<file path="config.mk">
export PLATFORM = sky130hd
export DESIGN_NAME = hazard_ctrl
export DESIGN_NICKNAME = d
export VERILOG_FILES = /design/src/rtl/hazard_pkg.sv /design/src/rtl/mdu_busy_tracker.sv /design/src/rtl/hazard_ctrl.sv
export SDC_FILE = /design/constraint.sdc
export NUM_CORES = 1
export LEC_CHECK = 0
export BUFFER_PORTS_ARGS = -buffer_cell sky130_fd_sc_hd__buf_2
export CAP_MARGIN = 20
export CORE_MARGIN = 2
export CORE_UTILIZATION = 45
export CTS_CLUSTER_DIAMETER = 200
export CTS_CLUSTER_SIZE = 14
export DETAILED_ROUTE_END_ITERATION = 6
export PLACE_DENSITY_LB_ADDON = 0.25
export SETUP_SLACK_MARGIN = 0.3
export SLEW_MARGIN = 25
export SYNTH_ARGS = -nofsm -noshare
export SYNTH_HDL_FRONTEND = slang
export SYNTH_SLANG_ARGS = --single-unit
export TNS_END_PERCENT = 20
</file>
<file path="constraint.sdc">
create_clock -name clk -period 2.6 [get_ports clk]
set_input_delay 0.26 -clock clk [delete_from_list [all_inputs] [get_ports clk]]
set_output_delay 0.26 -clock clk [all_outputs]
set_load 0.01 [all_outputs]
</file>
<file path="src/rtl/hazard_pkg.sv">
// -----------------------------------------------------------------------------
// hazard_pkg
// Shared types and constants for the pipeline hazard controller.
//   fwd_sel_e   : E-stage operand source select (register file / W / M)
//   MUL_LAT_DEF : default multiply occupancy of the MDU, in cycles
//   DIV_LAT_DEF : default divide occupancy of the MDU, in cycles
//   cnt_width() : bits needed for a down-counter that is loaded with max_lat
// -----------------------------------------------------------------------------
package hazard_pkg;

    typedef enum logic [1:0] {
        FWD_RF  = 2'b00,
        FWD_WB  = 2'b01,
        FWD_MEM = 2'b10
    } fwd_sel_e;

    localparam int MUL_LAT_DEF = 4;
    localparam int DIV_LAT_DEF = 32;

    function automatic int cnt_width(input int max_lat);
        return (max_lat < 1) ? 1 : $clog2(max_lat + 1);
    endfunction

endpackage

</file>
<file path="src/rtl/mdu_busy_tracker.sv">
// -----------------------------------------------------------------------------
// mdu_busy_tracker
// Tracks how long the multi-cycle multiply/divide unit stays occupied.
// An accepted start loads the latency of the issued operation; the counter
// then counts down to zero. A start while busy simply reloads (restart).
// Ports:
//   clk, rst_n : clock, asynchronous active-low reset
//   start      : accepted mult/div issue this cycle
//   is_div     : qualifies start, 1 = divide, 0 = multiply
//   busy       : counter nonzero
// -----------------------------------------------------------------------------
module mdu_busy_tracker
    import hazard_pkg::*;
#(
    parameter int MUL_LAT = MUL_LAT_DEF,
    parameter int DIV_LAT = DIV_LAT_DEF
) (
    input  logic clk,
    input  logic rst_n,
    input  logic start,
    input  logic is_div,
    output logic busy
);

    localparam int CNT_W = cnt_width((DIV_LAT > MUL_LAT) ? DIV_LAT : MUL_LAT);
    localparam logic [CNT_W-1:0] MUL_LOAD = CNT_W'(MUL_LAT);
    localparam logic [CNT_W-1:0] DIV_LOAD = CNT_W'(DIV_LAT);
    localparam logic [CNT_W-1:0] ONE      = CNT_W'(1);

    logic [CNT_W-1:0] cnt_q, cnt_d;

    always_comb begin
        cnt_d = cnt_q;
        if (start) begin
            cnt_d = is_div ? DIV_LOAD : MUL_LOAD;
        end else if (cnt_q != '0) begin
            cnt_d = cnt_q - ONE;
        end
    end

    always_ff @(posedge clk or negedge rst_n) begin
        if (!rst_n) begin
            cnt_q <= '0;
        end else begin
            cnt_q <= cnt_d;
        end
    end

    // Combinational from the register so it drops as soon as reset clears it.
    assign busy = (cnt_q != '0);

endmodule

</file>
<file path="src/rtl/hazard_ctrl.sv">
// -----------------------------------------------------------------------------
// hazard_ctrl
// Hazard controller for the 5-stage MIPS core: E/D forwarding selects,
// load-use / branch / MDU stalls, data-memory wait freeze of F..M, flushes.
// Inputs : D-stage rs_d/rt_d/branch_d/jump_r_d/mdu_use_d/predict_miss,
//          E-stage rs_e/rt_e/wa_e/we_e/load_e/mdu_start_e/mdu_div_e,
//          M-stage wa_m/we_m/load_m/dmem_ready, W-stage wa_w/we_w.
// Outputs: stall_f/d/e/m, flush_d/e/w, fwd_a_d/fwd_b_d, fwd_a_e/fwd_b_e,
//          mdu_busy.
// Optional: define HAZARD_PERF_EN to build perf_clr and the saturating
//          perf_stall / perf_memwait / perf_flush counters.
// Memory handshake: a load in M holds F..M while dmem_ready is low; the cycle
// dmem_ready is high the pipeline advances with no extra bubble.
// -----------------------------------------------------------------------------
module hazard_ctrl
    import hazard_pkg::*;
#(
    parameter int REG_AW  = 5,
    parameter int MUL_LAT = MUL_LAT_DEF,
    parameter int DIV_LAT = DIV_LAT_DEF,
    parameter int PERF_W  = 32
) (
    input  logic              clk,
    input  logic              rst_n,
    input  logic [REG_AW-1:0] rs_d,
    input  logic [REG_AW-1:0] rt_d,
    input  logic              branch_d,
    input  logic              jump_r_d,
    input  logic              mdu_use_d,
    input  logic              predict_miss,
    input  logic [REG_AW-1:0] rs_e,
    input  logic [REG_AW-1:0] rt_e,
    input  logic [REG_AW-1:0] wa_e,
    input  logic              we_e,
    input  logic              load_e,
    input  logic              mdu_start_e,
    input  logic              mdu_div_e,
    input  logic [REG_AW-1:0] wa_m,
    input  logic              we_m,
    input  logic              load_m,
    input  logic              dmem_ready,
    input  logic [REG_AW-1:0] wa_w,
    input  logic              we_w,
    output logic              stall_f,
    output logic              stall_d,
    output logic              stall_e,
    output logic              stall_m,
    output logic              flush_d,
    output logic              flush_e,
    output logic              flush_w,
    output logic              fwd_a_d,
    output logic              fwd_b_d,
    output logic [1:0]        fwd_a_e,
    output logic [1:0]        fwd_b_e,
    output logic              mdu_busy
`ifdef HAZARD_PERF_EN
    ,
    input  logic              perf_clr,
    output logic [PERF_W-1:0] perf_stall,
    output logic [PERF_W-1:0] perf_memwait,
    output logic [PERF_W-1:0] perf_flush
`endif
);

    // Register 0 is hard-wired zero, so it never creates a dependency.
    logic rs_d_m, rt_d_m, rs_d_e, rt_d_e;
    assign rs_d_m = (rs_d != '0) && (rs_d == wa_m);
    assign rt_d_m = (rt_d != '0) && (rt_d == wa_m);
    assign rs_d_e = (rs_d != '0) && (rs_d == wa_e);
    assign rt_d_e = (rt_d != '0) && (rt_d == wa_e);

    fwd_sel_e fwd_a_sel, fwd_b_sel;

    always_comb begin
        fwd_a_sel = FWD_RF;
        if (we_m && rs_e != '0 && rs_e == wa_m)      fwd_a_sel = FWD_MEM;
        else if (we_w && rs_e != '0 && rs_e == wa_w) fwd_a_sel = FWD_WB;

        fwd_b_sel = FWD_RF;
        if (we_m && rt_e != '0 && rt_e == wa_m)      fwd_b_sel = FWD_MEM;
        else if (we_w && rt_e != '0 && rt_e == wa_w) fwd_b_sel = FWD_WB;
    end

    assign fwd_a_e = fwd_a_sel;
    assign fwd_b_e = fwd_b_sel;
    assign fwd_a_d = rs_d_m && we_m;
    assign fwd_b_d = rt_d_m && we_m;

    logic mem_stall, lw_stall, br_stall, mdu_stall, hz;
    assign mem_stall = load_m && !dmem_ready;
    assign lw_stall  = load_e && (rs_d_e || rt_d_e);
    assign br_stall  = (branch_d || jump_r_d) &&
                       ((we_e && (rs_d_e || rt_d_e)) || (load_m && (rs_d_m || rt_d_m)));
    // A mult/div sitting in E counts as busy already, before the counter loads.
    assign mdu_stall = mdu_use_d && (mdu_busy || mdu_start_e);
    assign hz        = lw_stall || br_stall || mdu_stall;

    always_comb begin
        stall_f = 1'b0;
        stall_d = 1'b0;
        stall_e = 1'b0;
        stall_m = 1'b0;
        flush_d = 1'b0;
        flush_e = 1'b0;
        flush_w = 1'b0;
        if (mem_stall) begin
            // Memory wait freezes everything up to M and suppresses flushes
            // (including predict_miss) until the load completes.
            stall_f = 1'b1;
            stall_d = 1'b1;
            stall_e = 1'b1;
            stall_m = 1'b1;
            flush_w = 1'b1;
        end else if (hz) begin
            stall_f = 1'b1;
            stall_d = 1'b1;
            flush_e = 1'b1;
        end else begin
            flush_d = predict_miss || jump_r_d;
            flush_e = predict_miss;
        end
    end

    // A start held in a frozen E stage is not accepted; it issues on release.
    mdu_busy_tracker #(
        .MUL_LAT (MUL_LAT),
        .DIV_LAT (DIV_LAT)
    ) u_mdu (
        .clk    (clk),
        .rst_n  (rst_n),
        .start  (mdu_start_e && !stall_e),
        .is_div (mdu_div_e),
        .busy   (mdu_busy)
    );

`ifdef HAZARD_PERF_EN
    logic [PERF_W-1:0] perf_stall_q, perf_memwait_q, perf_flush_q;

    always_ff @(posedge clk or negedge rst_n) begin
        if (!rst_n) begin
            perf_stall_q   <= '0;
            perf_memwait_q <= '0;
            perf_flush_q   <= '0;
        end else if (perf_clr) begin
            perf_stall_q   <= '0;
            perf_memwait_q <= '0;
            perf_flush_q   <= '0;
        end else begin
            // Saturate at all-ones rather than wrapping.
            if (stall_f && !(&perf_stall_q))
                perf_stall_q <= perf_stall_q + 1'b1;
            if (mem_stall && !(&perf_memwait_q))
                perf_memwait_q <= perf_memwait_q + 1'b1;
            if (predict_miss && !stall_d && !(&perf_flush_q))
                perf_flush_q <= perf_flush_q + 1'b1;
        end
    end

    assign perf_stall   = perf_stall_q;
    assign perf_memwait = perf_memwait_q;
    assign perf_flush   = perf_flush_q;
`else
    localparam int unused_perf_w = PERF_W;
`endif

endmodule

</file>
==> results of run 1 <==
cell type report:
cell class,count,area [um^2],area share [%]
Sequential cell,6,150.1,11.58
Timing Repair Buffer,63,320.3,24.71
Inverter,4,15.01,1.158
Tap cell,27,33.78,2.606
Clock buffer,3,22.52,1.737
Multi-Input combinational cell,103,754.5,58.20
worst min path at each step:
stage / startpoint / depth (start not counted) / slack (ns) / to
3_5_place_dp: rst_n / 1 / 0.09 / u_mdu.cnt_q[0]
4_1_cts: mdu_div_e / 2 / 0.26 / u_mdu.cnt_q[2]
3_3_place_gp: rst_n / 1 / 0.09 / u_mdu.cnt_q[5]
5_1_grt: mdu_div_e / 2 / 0.27 / u_mdu.cnt_q[2]
2_1_floorplan: rst_n / 0 / -0.04 / u_mdu.cnt_q[0]
6_report: mdu_div_e / 2 / 0.27 / u_mdu.cnt_q[2]
through the flow:
step                      instances  setup WS (ns)  utilization (%)
final                           206         0.5144            65.40
after global routing            206         0.3369            65.40
after CTS                       206         0.3413            65.21
after detailed placement        202         0.6046            63.57
after global placement          202         0.7002            63.57
after floorplan                 118         0.7794                -
power by group through the flow:
stage	Sequential (mW)	Clock (mW)	Combinational [mW]
floorplan	0.163	0	0.248
global placement	0.168	0	0.345
detailed placement	0.171	0	0.359
CTS	0.169	0.0857	0.363
global route	0.177	0.0919	0.411
finish	0.169	0.0810	0.361
critical path: stages (launching register included):
cell      delay, ns
dfrtp_1        0.40
nor3_1         0.28
nand3b_2       0.23
o21ai_2        0.22
nand2_1        0.07
and4bb_1       0.25
buf_2          0.13
synthesized netlist by cell type:
cell type	number	area share, %
xnor2_1	29	27
xor2_1	16	15
nor2_1	10	4.0
nand2_1	8	3.2
nor4_1	7	4.6
dfrtp_1	6	16
nand3_1	5	2.6
nand4_1	5	3.3
inv_1	4	1.6
or4_1	4	3.2
and2_1	3	2.0
buf_4	3	2.4
o21ai_0	3	1.6
clkbuf_1	2	0.79
a211oi_1	1	0.79
a41oi_1	1	0.93
and4bb_1	1	1.3
ha_1	1	1.3
nand2b_1	1	0.66
nand3b_1	1	0.79
nand3b_2	1	1.2
nor2_2	1	0.66
nor3_1	1	0.53
nor4_2	1	1.3
o21a_1	1	0.79
o221ai_2	1	1.6
o22ai_2	1	1.3
metal layers:
metal / global-route usage, % / vias up / routed length [um]
met2: 43.33 / 40 / 1333
li1: - / 529 / -
met5: 0 / - / 0
met4: 6.944 / 0 / 0
met3: 1.818 / 0 / 134
met1: 23.45 / 475 / 942
logic make-up after synthesis:
kind of cell | after synthesis
buffers and inverters | 9
adder cells (fa/ha/maj) | 1
XOR/XNOR | 45
AND/OR/NAND/NOR | 49
AO/OA/AOI/OAI | 8
flip-flops | 6
timing repair:
action	CTS	global route
endpoints found under the setup margin	0	1
gates resized for setup	0	2
hold buffers	1	0
endpoints found under the hold margin	6	0
==> flow_metrics.py, run 1 <==
metrics = {
    "power": {
        "switching_share_pct": 41.10,
        "p_seq_share_pct": 27.7,
        "power.total_mw": 0.6111,
        "p_per_area_nw_per_um2": 471.5,
        "p_leak_nw": 0.6098,
        "intPower_mw": 0.3600,
        "peakVddDrop_mv": 0.2622,
        "p_comb_share_pct": 59.1,
        "clock_power_share_pct": 13.3,
        "p_sw_mw": 0.2511,
    },
    "setup_path": {
        "cp.arrival_ns": 1.83,
        "reg2reg_setup_slack_ns": 1.16,
        "rr_worst_depth": 5,
        "cp.required_ns": 2.34,
        "crit_path_end_kind": "primary output",
        "critPathKind": "flip-flop to primary output",
        "critPathMaxFanout": 8,
        "rr_startpoint": "u_mdu.cnt_q[2]",
        "crit_start": "u_mdu.cnt_q[2]",
        "crit_end": "flush_d",
        "r2r_end": "u_mdu.cnt_q[3]",
        "startpoint_type": "flip-flop",
    },
    "sta": {
        "timing_hold_violations_final": 0,
        "tightestPinTransition_ns": 0.4590,
        "whs_ns": 0.2662,
        "setup_viol": 0,
        "report.final.slew_viol_count": 0,
        "fin_crit_sh_pct": 80.22,
        "maxSlewHeadroom_pct": 69.12,
        "skew_ns": 0.0001501,
        "final.min_clock_period_ns": 2.086,
        "fin_setup_tns_ns": 0,
        "rsz0062_at_grt": "false",
        "fmax_mhz": 479.5,
    },
    "clocking": {
        "path_clk_slew_ns": 0.04,
        "cts_tree": "yes",
        "root_buffer": "clkbuf_4",
        "clock_sinks": 6,
        "clock_latency_ns": 0.23,
        "cts_buffers": 3,
        "clockBufferDepth": 2,
        "post-cts-setup-buffers": 0,
        "htree_levels": 1,
    },
    "place": {
        "place_congestion": 0.7994,
        "place_hpwl_mm": 2.215,
        "io_buffers": 62,
        "placed_area_um2": 1260,
    },
    "route": {
        "drtIter0Drc": 4,
        "antenna_left": 0,
        "wirelength_mm": 2.410,
        "viasPerCell": 5.068,
        "first_pass_iters": 4,
        "vias": 1044,
        "wl_per_cell_um": 11.70,
        "drc": 0,
    },
    "synth": {
        "synth_xor_xnor_area_share_pct": 41.67,
        "synth_top_family_by_area": "XOR/XNOR gates",
        "synth_nets": 168,
        "synth_seq_cells": 6,
        "synth_adder_area_share_pct": 1.323,
        "synth_warnings": 0,
        "yosysSeqAreaShare_pct": 15.87,
        "synth_compound_area_share_pct": 7.011,
        "syn_area_per_cell_um2": 8.016,
        "syn_inst": 118,
        "synth.distinct_cells": 27,
        "netlist_area_um2": 945.9,
        "synth_mux_area_share_pct": 0,
        "synth-simple-area-share_pct": 29.37,
    },
    "global_route": {
        "grt-ovfl-total": 0,
        "grt_pass1_wl_mm": 4.236,
        "grt_max_degree": 9,
        "track_usage_pct": 21.71,
        "grt_pass1_vias": 1070,
        "antenna_found_initial": 0,
    },
    "final_layout": {
        "area_growth_pct": 37.04,
        "drive_above_1_share_pct": 39.66,
        "final_cell_mix": "buf_2 (62), xnor2_1 (29), xor2_1 (16)",
        "antenna_cells": 0,
        "layout_commonest_cell": "buf_2",
        "fillers": 201,
        "largest_reg_flops": 6,
        "fin_nets": 231,
        "design_area_um2": 1296,
        "largest_registers": "u_mdu.cnt_q: 6 flops",
        "top_register": "u_mdu.cnt_q",
    },
    "die": {
        "die_x_um": 49.85,
        "io_pins": 63,
        "row_count": 16,
        "die-area_um2": 2485,
        "start_util_pct": 47.73,
        "dieHeight_um": 49.85,
        "core_area_um2": 1982,
    },
    "outcome": {
        "outcome": "finished clean",
    },
    "run": {
        "max_cap_violations": 0,
    },
    "hold_path": {
        "hp-class": "input port to flip-flop",
    },
}
No activity file was read; power rests on OpenSTA's default activity.
==> run 2: changes to the inputs <==
CORE_UTILIZATION = 38   (was 45)
clock period = 1.7 ns   (was 2.6 ns; I/O delays follow)
==> flow_metrics.py, run 2 (same netlist as run 1, synthesis figures left out) <==
metrics = {
    "setup_path": {
        "critPathMaxFanout": 2,
        "slowest_stage": "dfrtp_1",
        "critPathKind": "flip-flop to primary output",
        "path_cells": "nor3_4, nand3b_4, o21ai_2, nand2_1, and4bb_1, buf_2",
        "crit_path_end_kind": "primary output",
        "cp.required_ns": 1.53,
        "slowest_delay_ns": 0.42,
        "cp.arrival_ns": 1.58,
        "startpoint_type": "flip-flop",
    },
    "global_route": {
        "use_met1_pct": 22.43,
        "antenna_found_initial": 0,
        "track_usage_pct": 21.71,
        "top_usage_layer": "met2",
        "met3_usage_pct": 2.500,
        "grt_max_degree": 8,
        "grt-ovfl-total": 0,
        "gr-usage-met2_pct": 44.72,
        "grt_pass1_wl_mm": 4.650,
        "grt_pass1_vias": 1155,
    },
    "clocking": {
        "cts_buffers": 3,
        "path_clk_slew_ns": 0.05,
        "clock_sinks": 6,
        "htree_levels": 1,
        "clock_latency_ns": 0.24,
        "root_buffer": "clkbuf_4",
        "clockBufferDepth": 2,
        "cts_tree": "yes",
    },
    "power": {
        "p_leak_nw": 0.7238,
        "intPower_mw": 0.6785,
        "peakVddDrop_mv": 0.5777,
        "power.total_mw": 1.171,
        "p_sw_mw": 0.4926,
        "switching_share_pct": 42.06,
        "p_comb_share_pct": 64.7,
        "clock_power_share_pct": 11.2,
        "p_seq_share_pct": 24.1,
        "p_per_area_nw_per_um2": 730.7,
    },
    "sta": {
        "fmax_mhz": 572.6,
        "layout_setup_ws_ns": -0.04646,
        "fin_crit_sh_pct": 102.7,
        "tightestPinTransition_ns": 0.2851,
        "whs_ns": 0.1393,
        "final.min_clock_period_ns": 1.746,
        "timing_hold_violations_final": 0,
        "maxSlewHeadroom_pct": 80.83,
        "skew_ns": 0.005230,
        "setup_viol": 4,
        "report.final.slew_viol_count": 0,
        "rsz0062_at_grt": "true",
    },
    "place": {
        "place_hpwl_mm": 2.282,
        "io_buffers": 62,
        "place_congestion": 0.7512,
    },
    "route": {
        "antenna_left": 0,
        "first_pass_iters": 4,
        "vias": 1151,
        "viasPerCell": 5.161,
        "drtIter0Drc": 16,
        "wl_per_cell_um": 13.78,
        "wirelength_mm": 3.072,
        "drc": 0,
    },
    "die": {
        "die_x_um": 53.89,
        "start_util_pct": 39.25,
        "core_area_um2": 2410,
        "row_count": 18,
        "io_pins": 63,
        "die-area_um2": 2904,
        "dieHeight_um": 53.89,
    },
    "outcome": {
        "outcome": "complete, but fails checks",
        "violations": "negative setup slack",
    },
    "final_layout": {
        "drive_above_1_share_pct": 53.37,
        "antenna_cells": 0,
        "fin_nets": 245,
        "largest_registers": "u_mdu.cnt_q: 6 flops",
        "layout_commonest_cell": "buf_2",
        "final_cell_mix": "buf_2 (54), xnor2_1 (28), xor2_1 (16), buf_4 (16), nand2_1 (8)",
        "area_growth_pct": 69.44,
        "top_register": "u_mdu.cnt_q",
        "largest_reg_flops": 6,
    },
    "run": {
        "max_cap_violations": 0,
    },
    "hold_path": {
        "hp-class": "input port to flip-flop",
    },
}
-- run 2: cell count changes in the layout (fill, tap and decap cells not counted), moves of 3 or more --
cell and change:
nor4_4 +3, nor2_4 +4, or4_4 +4, nor4_1 -5
buf_4 +16, or4_1 -4, buf_6 +4, buf_2 -8
nor2_1 -3
-- run 2: per-layer routing --
metal | vias to the layer above | wire length (um)
li1 | 560 | -
met1 | 525 | 1171
met2 | 54 | 1646
met3 | 12 | 197
met4 | 0 | 57
met5 | - | 0
-- run 2: layout make-up --
type	instances	area, um^2
Multi-Input combinational cell	103	902.1
Fill cell	203	807.0
Timing Repair Buffer	77	475.5
Sequential cell	6	150.1
Tap cell	30	37.54
Clock buffer	3	22.52
Inverter	4	15.01
-- run 2: final timing paths --
path,startpoint,to,slack [ns],cells after the start
worst min register to register,u_mdu.cnt_q[0],u_mdu.cnt_q[0],0.61,2
max in group asynchronous,rst_n,u_mdu.cnt_q[1],1.27,2
min in group asynchronous,rst_n,u_mdu.cnt_q[2],0.28,2
worst max-delay path,u_mdu.cnt_q[4],flush_d,-0.05,6
worst min-delay path,mdu_div_e,u_mdu.cnt_q[2],0.14,2
worst max register to register,u_mdu.cnt_q[4],u_mdu.cnt_q[3],0.32,6
-- run 2: timing repair --
action / 4_1_cts / 5_1_grt
endpoints found under the hold margin: 6 / 0
endpoints found under the setup margin: 10 / 12
pin swaps: 17 / 22
gates resized for setup: 23 / 16
hold buffers: 1 / 0
buffers inserted: 3 / 2
-- run 2: per-stage QoR --
stage | area (um^2) | TNS [ns] | setup WS (ns) | utilization (%) | cells
final | 1603 | -0.1112 | -0.04646 | 66.51 | 223
after global routing | 1603 | -0.3891 | -0.1199 | 66.51 | 223
after CTS | 1514 | -0.07195 | -0.04055 | 62.82 | 221
after detailed placement | 1355 | -0.1123 | -0.07948 | 56.23 | 214
after global placement | 1355 | -0.03064 | -0.03064 | 56.23 | 214
after floorplan | 969.7 | 0 | 0.09883 | - | 118
-- run 2: worst max-delay path, delay by kind of cell, from the launching register on --
family | cells | cell delay [ns]
AND/OR/NAND/NOR | 4 | 0.66
flip-flops | 1 | 0.42
buffers and inverters | 1 | 0.12
AO/OA/AOI/OAI | 1 | 0.13
-- run 2: power by group through the flow --
stage          clock [mW]  combinational, mW  sequential (mW)
2_1_floorplan           0              0.389            0.254
3_3_place_gp            0              0.564            0.262
3_5_place_dp            0              0.581            0.266
4_1_cts             0.133              0.701            0.273
5_1_grt             0.144              0.827            0.289
6_report            0.132              0.757            0.282
==> run 3: changes to the inputs <==
ABC_AREA = 1   (was not set)
CORE_UTILIZATION = 40   (was 38)
==> flow_metrics.py, run 3 <==
metrics = {
    "outcome": {
        "outcome": "complete, but fails checks",
        "violations": "negative setup slack",
    },
    "sta": {
        "fin_crit_sh_pct": 102.9,
        "skew_ns": 0.002469,
        "rsz0062_at_grt": "true",
        "maxSlewHeadroom_pct": 79.42,
        "timing_hold_violations_final": 0,
        "fmax_mhz": 571.7,
        "layout_setup_ws_ns": -0.04921,
        "final.min_clock_period_ns": 1.749,
        "setup_viol": 2,
        "fin_setup_tns_ns": -0.09572,
        "whs_ns": 0.2381,
        "report.final.slew_viol_count": 0,
        "tightestPinTransition_ns": 0.3061,
    },
    "synth": {
        "yosys.area.top_type_share_pct": 13.56,
        "syn_area_per_cell_um2": 5.890,
        "synthArstFlopShare_pct": 100.0,
        "syn_inst": 188,
        "yosys-top-cells-count": "nand2_1 (37), inv_1 (31), nor2_1 (31)",
        "yosysSeqAreaShare_pct": 13.56,
        "yosys-top-cells-area": "dfrtp_1 (14%), nand2_1 (13%), xor2_1 (11%)",
        "yosysMostFrequentCell": "nand2_1",
        "netlist_area_um2": 1107,
        "synth.distinct_cells": 28,
        "synth_edf_count": 0,
        "synth_area_leader_cell": "dfrtp_1",
        "synth_seq_cells": 6,
        "synth_top_flop_cell": "dfrtp_1",
        "synth_nets": 238,
        "synth_warnings": 0,
    },
    "global_route": {
        "grt_pass1_wl_mm": 4.947,
        "grt-ovfl-total": 0,
        "grt_pass1_vias": 1215,
        "track_usage_pct": 19.08,
        "antenna_found_initial": 0,
        "grt_max_degree": 7,
    },
    "clocking": {
        "cts_tree": "yes",
        "htree_levels": 1,
        "clock_sinks": 6,
        "cts_buffers": 3,
        "clock_latency_ns": 0.25,
        "clockBufferDepth": 2,
        "path_clk_slew_ns": 0.04,
        "root_buffer": "clkbuf_4",
    },
    "die": {
        "start_util_pct": 41.22,
        "dieHeight_um": 56.62,
        "io_pins": 63,
        "die-area_um2": 3205,
        "die_x_um": 56.62,
        "core_area_um2": 2686,
        "row_count": 19,
    },
    "setup_path": {
        "cp.arrival_ns": 1.58,
        "rr_startpoint": "u_mdu.cnt_q[0]",
        "crit_path_end_kind": "primary output",
        "critPathMaxFanout": 3,
        "crit_end": "flush_d",
        "crit_start": "u_mdu.cnt_q[0]",
        "crit_cells": 9,
        "path_cells": "inv_2, ha_4, nand2_4, nor2_4, nand3_2, o21ai_2, nand4_2, nor2_2, buf_2",
        "critical-path-top-delay-family": "simple AND/OR/NAND/NOR gates",
        "cp.required_ns": 1.53,
        "reg2reg_setup_slack_ns": 0.31,
        "rr_worst_depth": 10,
        "slowest_delay_ns": 0.38,
        "critPathKind": "flip-flop to primary output",
        "r2r_end": "u_mdu.cnt_q[2]",
        "startpoint_type": "flip-flop",
        "slowest_stage": "dfrtp_1",
        "crit_buf_inv": 2,
    },
    "route": {
        "wl_per_cell_um": 9.951,
        "drtIter0Drc": 44,
        "drc": 0,
        "viasPerCell": 4.716,
        "first_pass_iters": 4,
        "wirelength_mm": 2.836,
        "antenna_left": 0,
        "vias": 1344,
    },
    "power": {
        "p_seq_share_pct": 22.7,
        "switching_share_pct": 42.87,
        "peakVddDrop_mv": 0.8155,
        "p_comb_share_pct": 65.4,
        "clock_power_share_pct": 11.9,
        "p_per_area_nw_per_um2": 722.5,
        "p_leak_nw": 0.8956,
        "intPower_mw": 0.6348,
        "p_sw_mw": 0.4762,
        "power.total_mw": 1.111,
    },
    "final_layout": {
        "largest_reg_flops": 6,
        "top_register": "u_mdu.cnt_q",
        "area_growth_pct": 38.87,
        "drive_above_1_share_pct": 37.40,
        "stdcell_count": 285,
        "design_area_um2": 1538,
        "antenna_cells": 0,
        "utilization_pct": 57.24,
        "final_cell_mix": "buf_2 (62), nand2_1 (35), nor2_1 (30)",
        "layout_commonest_cell": "buf_2",
        "largest_registers": "u_mdu.cnt_q: 6 flops",
        "fin_nets": 306,
    },
    "place": {
        "place_congestion": 0.8653,
        "io_buffers": 62,
        "placed_cells": 276,
        "placed_area_um2": 1416,
        "place_hpwl_mm": 2.387,
        "dp_worst_setup_slack_ns": 0.08318,
    },
    "hold_path": {
        "hp-start": "mdu_div_e",
        "hp-class": "input port to flip-flop",
    },
    "run": {
        "max_cap_violations": 0,
    },
}
-- run 3: changes by cell type after synthesis, sizes merged, moves of 5 or more --
| cell | before | now |
|---|---|---|
| inv | 4 | 37 |
| xnor2 | 29 | 11 |
| nor4 | 8 | 3 |
| nor2 | 11 | 34 |
| nand3 | 5 | 10 |
| nand2 | 8 | 41 |
-- run 3: how the worst min path moves through the flow --
stage / end / slack, ns / cells after the start
2_1_floorplan: u_mdu.cnt_q[0] / -0.13 / 0
3_3_place_gp: u_mdu.cnt_q[5] / -0.002 / 1
3_5_place_dp: u_mdu.cnt_q[5] / 0.0003 / 1
4_1_cts: u_mdu.cnt_q[2] / 0.23 / 4
5_1_grt: u_mdu.cnt_q[2] / 0.26 / 4
6_report: u_mdu.cnt_q[2] / 0.24 / 4
-- run 3: metal layers --
| layer | GRT usage (%) | vias up | wire length (um) |
|---|---|---|---|
| li1 | - | 719 | - |
| met1 | 22.54 | 568 | 1222 |
| met2 | 34.88 | 50 | 1367 |
| met5 | 0 | - | 0 |
| met3 | 3.456 | 7 | 200 |
| met4 | 5.102 | 0 | 46 |
-- run 3: tightest hold or removal path: stages --
cell	delay [ns]
buf_2	0.07
nand2_1	0.07
o211ai_1	0.09
inv_1	0.04
-- run 3: layout make-up --
class | instances | area (um^2)
timing repair buffer | 68 | 357.8
inverter | 38 | 142.6
sequential | 6 | 150.1
multi-input combinational | 139 | 825.8
tap | 31 | 38.79
clock buffer | 3 | 22.52
fill | 273 | 1149
-- run 3: cell families (layout without fill, tap and decap cells) --
group	Yosys count	count (layout)	share of synthesized area (%)
and+or+nand+nor	94	94	37.40
buffers and inverters	43	109	16.95
xor gates and xnor gates	25	25	19.77
AOI/OAI and AO/OA	19	19	11.19
DFF	6	6	13.56
adders and majority gates	1	1	1.130
-- run 3: what timing repair did --
| item | in CTS | in global routing |
|---|---|---|
| hold buffers | 1 | 0 |
| pin swaps | 7 | 7 |
| hold endpoints to repair | 6 | 0 |
| setup endpoints to repair | 8 | 11 |
| gates resized for setup | 9 | 4 |
| setup buffers | 3 | 2 |
-- run 3: power by group through the flow --
stage	registers, mW	logic, mW	clock network, mW
4_1_cts	0.249	0.647	0.136
5_1_grt	0.260	0.823	0.144
3_3_place_gp	0.251	0.537	0
6_report	0.252	0.727	0.132
3_5_place_dp	0.252	0.540	0
2_1_floorplan	0.244	0.387	0
